## config.mk

```make
export PLATFORM = sky130hd
export DESIGN_NAME = ifft_3_8
export DESIGN_NICKNAME = d
export VERILOG_FILES = /design/src/rtl/ifft_3_8.sv
export SDC_FILE = /design/constraint.sdc
export NUM_CORES = 2
export LEC_CHECK = 0
export ABC_AREA = 1
export BUFFER_PORTS_ARGS = -buffer_cell sky130_fd_sc_hd__buf_4
export CORE_UTILIZATION = 65
export CTS_CLUSTER_DIAMETER = 30
export DETAILED_ROUTE_END_ITERATION = 6
export PLACE_DENSITY = 0.82
export SLEW_MARGIN = 0
export SYNTH_ARGS = -nofsm -noshare
export SYNTH_HDL_FRONTEND = slang
export SYNTH_SLANG_ARGS = --single-unit
```

## constraint.sdc

```tcl
create_clock -name clk -period 12.7 [get_ports clk]
set_input_delay 1.27 -clock clk [delete_from_list [all_inputs] [get_ports clk]]
set_output_delay 1.27 -clock clk [all_outputs]
set_load 0.01 [all_outputs]
```

## src/rtl/ifft_3_8.sv

```systemverilog
// ifft_3_8: streaming 8-point inverse FFT, one complex bin per clock.
// Bins arrive in bit-reversed order and are gathered into a frame buffer.
// The frame then passes through three radix-2 butterfly stages: span 1,
// then spans 2 and 4. Each stage halves its result, which gives the
// overall 1/8 scale. Samples leave in natural order with a fixed latency
// of 10 cycles.
// Optional build macro: IFFT_3_8_ROUND_EN. When it is defined, every shift
// rounds half-up. When it is undefined, every shift truncates toward minus
// infinity.
module ifft_3_8 #(
    parameter int DBW = 8,
    parameter int CBW = 3,
    parameter int FBW = 6
) (
    input  logic             clk,
    input  logic             rstx,
    input  logic             clear,
    input  logic [2*DBW-1:0] din,
    output logic [2*DBW-1:0] dout,
    output logic             dout_valid,
    output logic             dout_first
);

    localparam int SW = 2 * DBW;        // one packed sample {im, re}
    localparam int FW = 8 * SW;         // one whole frame, slot i at [i*SW +: SW]
    localparam int PW = DBW + FBW + 2;  // complex-product intermediate width
    localparam int TW = FBW + 2;        // twiddle constant width

    localparam logic signed [TW-1:0] W_ONE  = {2'b01, {FBW{1'b0}}};
    localparam logic signed [TW-1:0] W_ZERO = {TW{1'b0}};
    localparam logic signed [TW-1:0] W_R45  = TW'(7'd45);
    localparam logic signed [TW-1:0] W_M45  = -W_R45;

    localparam logic [CBW-1:0] CNT_ONE  = CBW'(1'b1);
    localparam logic [CBW-1:0] CNT_LAST = {CBW{1'b1}};

`ifdef IFFT_3_8_ROUND_EN
    localparam logic signed [PW-1:0]  RND_P = {{(PW-FBW){1'b0}}, 1'b1, {(FBW-1){1'b0}}};
    localparam logic signed [DBW+2:0] RND_S = {{(DBW+2){1'b0}}, 1'b1};
`else
    localparam logic signed [PW-1:0]  RND_P = {PW{1'b0}};
    localparam logic signed [DBW+2:0] RND_S = {(DBW+3){1'b0}};
`endif

    // Compute w*b. The twiddle w is (wr + j*wi) / 2^FBW. The result is
    // packed {im, re}, and each part is DBW+2 bits wide.
    function automatic logic [2*(DBW+2)-1:0] cmul(input logic [SW-1:0]        b,
                                                  input logic signed [TW-1:0] wr,
                                                  input logic signed [TW-1:0] wi);
        logic signed [DBW-1:0] br;
        logic signed [DBW-1:0] bi;
        logic signed [PW-1:0]  pr;
        logic signed [PW-1:0]  pi;
        br = b[DBW-1:0];
        bi = b[SW-1:DBW];
        pr = PW'(br) * PW'(wr) - PW'(bi) * PW'(wi) + RND_P;
        pi = PW'(br) * PW'(wi) + PW'(bi) * PW'(wr) + RND_P;
        return {(DBW+2)'(pi >>> FBW), (DBW+2)'(pr >>> FBW)};
    endfunction

    // Radix-2 butterfly. The return value is {(a - w*b)/2, (a + w*b)/2}.
    // The twiddle is e^(+j*pi*e/4), with e counted in eighth turns from 0 to 3.
    function automatic logic [2*SW-1:0] bfly(input logic [SW-1:0] a,
                                             input logic [SW-1:0] b,
                                             input logic [1:0]    e);
        logic signed [TW-1:0]      wr;
        logic signed [TW-1:0]      wi;
        logic [2*(DBW+2)-1:0]      t;
        logic signed [DBW+1:0]     tr;
        logic signed [DBW+1:0]     ti;
        logic signed [DBW-1:0]     ar;
        logic signed [DBW-1:0]     ai;
        logic signed [DBW+2:0]     pr;
        logic signed [DBW+2:0]     pi;
        logic signed [DBW+2:0]     mr;
        logic signed [DBW+2:0]     mi;
        case (e)
            2'd0:    begin wr = W_ONE;  wi = W_ZERO; end
            2'd1:    begin wr = W_R45;  wi = W_R45;  end
            2'd2:    begin wr = W_ZERO; wi = W_ONE;  end
            2'd3:    begin wr = W_M45;  wi = W_R45;  end
            default: begin wr = W_ONE;  wi = W_ZERO; end
        endcase
        t  = cmul(b, wr, wi);
        tr = t[DBW+1:0];
        ti = t[2*(DBW+2)-1:DBW+2];
        ar = a[DBW-1:0];
        ai = a[SW-1:DBW];
        pr = (DBW+3)'(ar) + (DBW+3)'(tr) + RND_S;
        pi = (DBW+3)'(ai) + (DBW+3)'(ti) + RND_S;
        mr = (DBW+3)'(ar) - (DBW+3)'(tr) + RND_S;
        mi = (DBW+3)'(ai) - (DBW+3)'(ti) + RND_S;
        return {DBW'(mi >>> 1), DBW'(mr >>> 1), DBW'(pi >>> 1), DBW'(pr >>> 1)};
    endfunction

    // Apply one butterfly stage of the given span to a whole frame.
    // Slot lo pairs with slot lo+span, and the twiddle steps by 4/span eighth turns.
    function automatic logic [FW-1:0] stage_f(input logic [FW-1:0] v, input int span);
        logic [FW-1:0]   r;
        logic [2*SW-1:0] y;
        int              lo;
        int              hi;
        r = '0;
        for (int p = 0; p < 4; p++) begin
            lo = (p / span) * 2 * span + (p % span);
            hi = lo + span;
            y  = bfly(v[lo*SW +: SW], v[hi*SW +: SW], 2'((p % span) * (4 / span)));
            r[lo*SW +: SW] = y[SW-1:0];
            r[hi*SW +: SW] = y[2*SW-1:SW];
        end
        return r;
    endfunction

    logic [CBW-1:0]  cnt_q, cnt_d;
    logic [7*SW-1:0] buf_q, buf_d;      // bins of slots 0..6; slot 7 is taken straight from din
    logic [FW-1:0]   frame_s;
    logic [FW-1:0]   s1_q, s1_d;        // after the span-1 stage, loaded when slot 7 arrives
    logic [FW-1:0]   s2_s;
    logic [FW-1:0]   s3_q, s3_d;        // natural-order results, held for the whole output frame
    logic            full_q, full_d;    // a complete frame has entered the pipeline
    logic            first_q, first_d;
    logic            valid_q, valid_d;
    logic [SW-1:0]   dout_q, dout_d;
    logic [CBW-1:0]  oidx_s;
    logic [SW-1:0]   pick_s;

    // Next-state logic: slot counter, frame capture, butterfly stages and output sequencing.
    always_comb begin
        cnt_d = clear ? '0 : cnt_q + CNT_ONE;
        buf_d = buf_q;
        for (int s = 0; s < 7; s++) begin
            if (clear) begin
                buf_d[s*SW +: SW] = '0;
            end else if (cnt_q == CBW'(s)) begin
                buf_d[s*SW +: SW] = din;
            end else begin
                buf_d[s*SW +: SW] = buf_q[s*SW +: SW];
            end
        end
        frame_s = {din, buf_q};
        s1_d    = clear ? '0 : ((cnt_q == CNT_LAST) ? stage_f(frame_s, 32'd1) : s1_q);
        s2_s    = stage_f(s1_q, 32'd2);
        s3_d    = clear ? '0 : ((cnt_q == '0) ? stage_f(s2_s, 32'd4) : s3_q);
        full_d  = ~clear & (full_q | (cnt_q == CNT_LAST));
        first_d = ~clear & full_q & (cnt_q == CNT_ONE);
        valid_d = ~clear & (valid_q | first_d);
        oidx_s  = cnt_q - CNT_ONE;
        pick_s  = s3_q[oidx_s*SW +: SW];
        dout_d  = valid_d ? pick_s : '0;
    end

    // State registers. The asynchronous reset clears every stage and output.
    always_ff @(posedge clk or negedge rstx) begin
        if (!rstx) begin
            cnt_q   <= '0;
            buf_q   <= '0;
            s1_q    <= '0;
            s3_q    <= '0;
            full_q  <= 1'b0;
            first_q <= 1'b0;
            valid_q <= 1'b0;
            dout_q  <= '0;
        end else begin
            cnt_q   <= cnt_d;
            buf_q   <= buf_d;
            s1_q    <= s1_d;
            s3_q    <= s3_d;
            full_q  <= full_d;
            first_q <= first_d;
            valid_q <= valid_d;
            dout_q  <= dout_d;
        end
    end

    assign dout       = dout_q;
    assign dout_valid = valid_q;
    assign dout_first = first_q;

endmodule

```

==> flow_summary_export.csv <==
group,metric,value,unit
critical_path,critical_path.max_stage_delay,0.65,ns
cts,tritoncts,"done",
global_routing,groute.usage.overall,38.5,%
cts,clock_sink_count,390,
yosys,synthDistinctLibCells,62,
hold_path,worstHoldPathType,"flip-flop to flip-flop",
finish,share_of_layout_cells_above_drive_strength_1,6.74,%
sta,setup_ws,3.96,ns
critical_path,setup_slack_reg_to_reg,3.96,ns
placed_design,total_half_perimeter_wirelength_after_legalization_and_detailed_placement,84100,um
critical_path,crit-reg2reg-launch,"s1_q[122]",
critical_path,worstPathArrival,9.32,ns
global_routing,grt_use_met2,61.3,%
critical_path,worst-r2r-cell-count,39,
global_routing,vias_in_the_first_global_route,31517,
placed_design,final_estimated_routing_congestion_in_global_placement,0.969,
critical_path,worst_path_max_delay_cell,"xor2_1",
yosys,post_synth_instance_area,37200,sq um
cts,tritoncts.num_buffers,89,
cts,cts_hold_repair.buffers,0,
global_routing,global_route.usage.met3,8.94,%
sta,period_share,68.8,%
sta,fmax,114,MHz
hold_path,worst_hold_startpoint,"s3_q[20]",
global_routing,antenna_found_initial,1,
yosys,synth.yosys.warnings,0,
yosys,dominantRegCellSynth,"dfrtp_1",
global_routing,grt_start_max_net_pins,179,
yosys,synthesis.instances,4617,
global_routing,use_met1,48.1,%
yosys,synth-compound-area-share,15.8,%
detailed_routing,route.vias.total,31816,
global_routing,overflow,0,
yosys,post_synth_mux_area_share,1.48,%
critical_path,endpoint_kind,"flip-flop",
power,total_power,7.94,mW
die,floorplan.io_pins,37,
yosys,synth_seq_cells,390,
yosys,main_combinational_cell_family_by_area_after_synthesis,"adder cells",
cts,cts_setup_buffers,0,
critical_path,timing.critical_path.fanout_max,8,
yosys,synth_nets,5362,
yosys,syn-mean-instance-area,8.06,sq um
die,chipWidth,241,um
flow_run,maxCapViolations,0,
cts,clk_latency,0.67,ns
sta,setup_tns,0,ns
status,outcome,"finished, final reports clean",
die,die_height,241,um
placed_design,number_of_buffers_added_on_ports,36,
sta,grt_setup_unrepaired,"no",
finish,finish.net_count,5405,
detailed_routing,count_of_routing_violations_after_the_opening_detailed_route_iteration,2845,
detailed_routing,postRouteWirelength,109000,um
finish,layout.filler_cells,4256,
die,coreArea,56500,sq um
hold_path,hold_end,"s3_q[20]",
cts,clock-root-buffer,"clkbuf_16",
critical_path,setup.worst_path.class,"flip-flop to flip-flop",
detailed_routing,route.detailed.vias_per_inst,5.79,
detailed_routing,routedWlPerCell,19.9,um
die,placementRows,87,
power,total_leakage_power,22.2,nW
sta,fin_skew,0.0519,ns
detailed_routing,detailed_route_drc_error_count,0,
finish,flow.area_growth_from_synthesis,11.5,%
sta,worst_slew_pin_slew,1.29,ns
yosys,synth_edf_count,0,
sta,report.final.slew_viol_count,0,
power,power_density,191,nW/um^2
yosys,synth_simple_gate_area_share,13.8,%
die,floorplan.die_area,58200,sq um
detailed_routing,antenna_violation_net_count_after_detailed_routing,0,
critical_path,regToRegEndpoint,"s3_q[126]",
sta,timing.final.hold_violations,0,
power,max-vdd-ir-drop,360,uV
yosys,async_reset_ff_share,100,%
yosys,synth_xor_area_share,4.68,%
placed_design,preCtsSetupSlack,4.04,ns
global_routing,globalRoute.busiestLayer,"met2",
sta,post-route-min-period,8.74,ns
detailed_routing,detail_route.first_pass.iterations,6,
yosys,adder_cell_share_of_the_synthesized_area,27.7,%
sta,slew-limit-headroom,13.4,%
cts,clock_tree.buffer_depth,3,
sta,timing.final.setup_violations,0,
cts,htreeDepth,3,
cts,worst_setup_hold_path_clk_slew,0.05,ns
yosys,ys_seq_area_share,26.2,%
critical_path,startpoint_type,"flip-flop",
global_routing,grt_first_pass_wirelength,171000,um
hold_path,min_path_cells,2,
critical_path,crit_required,13.28,ns
cts,ctsResizeCount,0,
die,floorplan.initialDensity,65.9,%
## Yosys cell counts (all sizes together) (2+ instances only)
cell type	instances	share of area, %
clkinv	2	0.020
a32oi	11	0.26
a221oi	6	0.14
xor2	151	3.6
nand2	648	6.6
a22o	10	0.24
nor3	76	1.0
buf	19	0.27
o311ai	2	0.047
a31o	2	0.047
clkbuf	92	0.93
o41ai	11	0.26
o21bai	76	1.5
o32ai	45	1.1
nand3b	7	0.14
o21a	2	0.040
o221a	3	0.091
xnor2	47	1.1
a21oi	292	4.0
ha	561	19
o21ai	310	4.2
nand3	97	1.3
dfrtp	390	26
nor4	2	0.034
a22oi	8	0.17
mux2	49	1.5
nand4	10	0.17
o31ai	78	1.6
a31oi	7	0.12
or2	12	0.20
a2111oi	3	0.071
nor2	408	4.1
o221ai	6	0.14
o22ai	65	1.1
a211oi	18	0.36
and2	5	0.084
a32o	3	0.081
inv	901	9.1
fa	165	8.9
a21o	10	0.20
## routing by layer
metal,vias up,share of wire [%]
li1,15109,-
met1,15152,40
met2,1228,45
met3,327,8.2
met4,0,6.3
met5,-,0
## registers in the layout, indices dropped and copies added (netlist names)
name / flops
dout_first: 1
dout: 16
buf_q: 112
s1_q: 128
full_q: 1
dout_valid: 1
cnt_q: 3
s3_q: 128
## cell families after synthesis
| family | after synthesis |
|---|---|
| flops | 390 |
| fa+ha+maj | 726 |
| buf+inv | 1014 |
| xor+xnor | 198 |
| mux | 49 |
| compound gates | 972 |
| simple gates | 1268 |
## per-stage QoR
| stage | util, % | cell area, sq um | instances | hold WS, ns |
|---|---|---|---|---|
| finish | 73.4 | 41500 | 5494 | 0.485 |
| global route | 73.4 | 41500 | 5492 | 0.498 |
| CTS | 73.4 | 41500 | 5492 | 0.482 |
| detailed placement | 67.7 | 38200 | 5325 | 0.469 |
| global placement | 67.7 | 38200 | 5325 | 0.461 |
| floorplan | - | 37200 | 4617 | 0.444 |
## power by group
| group | switching (mW) | internal (mW) | total [mW] |
|---|---|---|---|
| logic | 2.62 | 1.43 | 4.06 |
| registers | 0.0796 | 1.36 | 1.44 |
| clock network | 0.801 | 1.64 | 2.44 |
## how the worst max path moves through the flow
stage	depth (start not counted)	end	from
global placement	42	s3_q[127]	s1_q[122]
detailed placement	42	s3_q[127]	s1_q[122]
global route	39	s3_q[126]	s1_q[122]
CTS	39	s3_q[126]	s1_q[122]
floorplan	42	s3_q[55]	s1_q[122]
finish	39	s3_q[126]	s1_q[122]
## layout by cell type (no fill, tap or decap), types with 77 or more instances in the layout
cell,synthesis,layout
a21oi_1,289,289
nand3_1,95,95
clkbuf_16,0,90
ha_1,561,561
xor2_1,150,150
o31ai_1,77,77
fa_1,165,165
inv_1,888,886
nor2_1,407,404
o21ai_0,298,298
dfrtp_1,390,389
nand2_1,639,638
## critical path: cells and delay by family, from the launching register on
family | cells | cell delay, ns
AO/OA/AOI/OAI | 9 | 1.37
XOR/XNOR | 2 | 0.87
adder cells (fa/ha/maj) | 9 | 4.02
buffers and inverters | 9 | 0.70
flip-flops | 1 | 0.41
AND/OR/NAND/NOR | 10 | 1.29
## final cells by class
cell class              count  area [sq um]  area share [%]
clock inverters            52           802            1.93
multi-input cells        3213         23600            57.0
well taps                 756           946            2.28
repair buffers             63           493            1.19
diodes                      2          5.00          0.0121
clock buffers             115          2450            5.90
flip-flops and latches    390          9760            23.5
inverters                 903          3390            8.18
(Power assumes the default switching activity.)
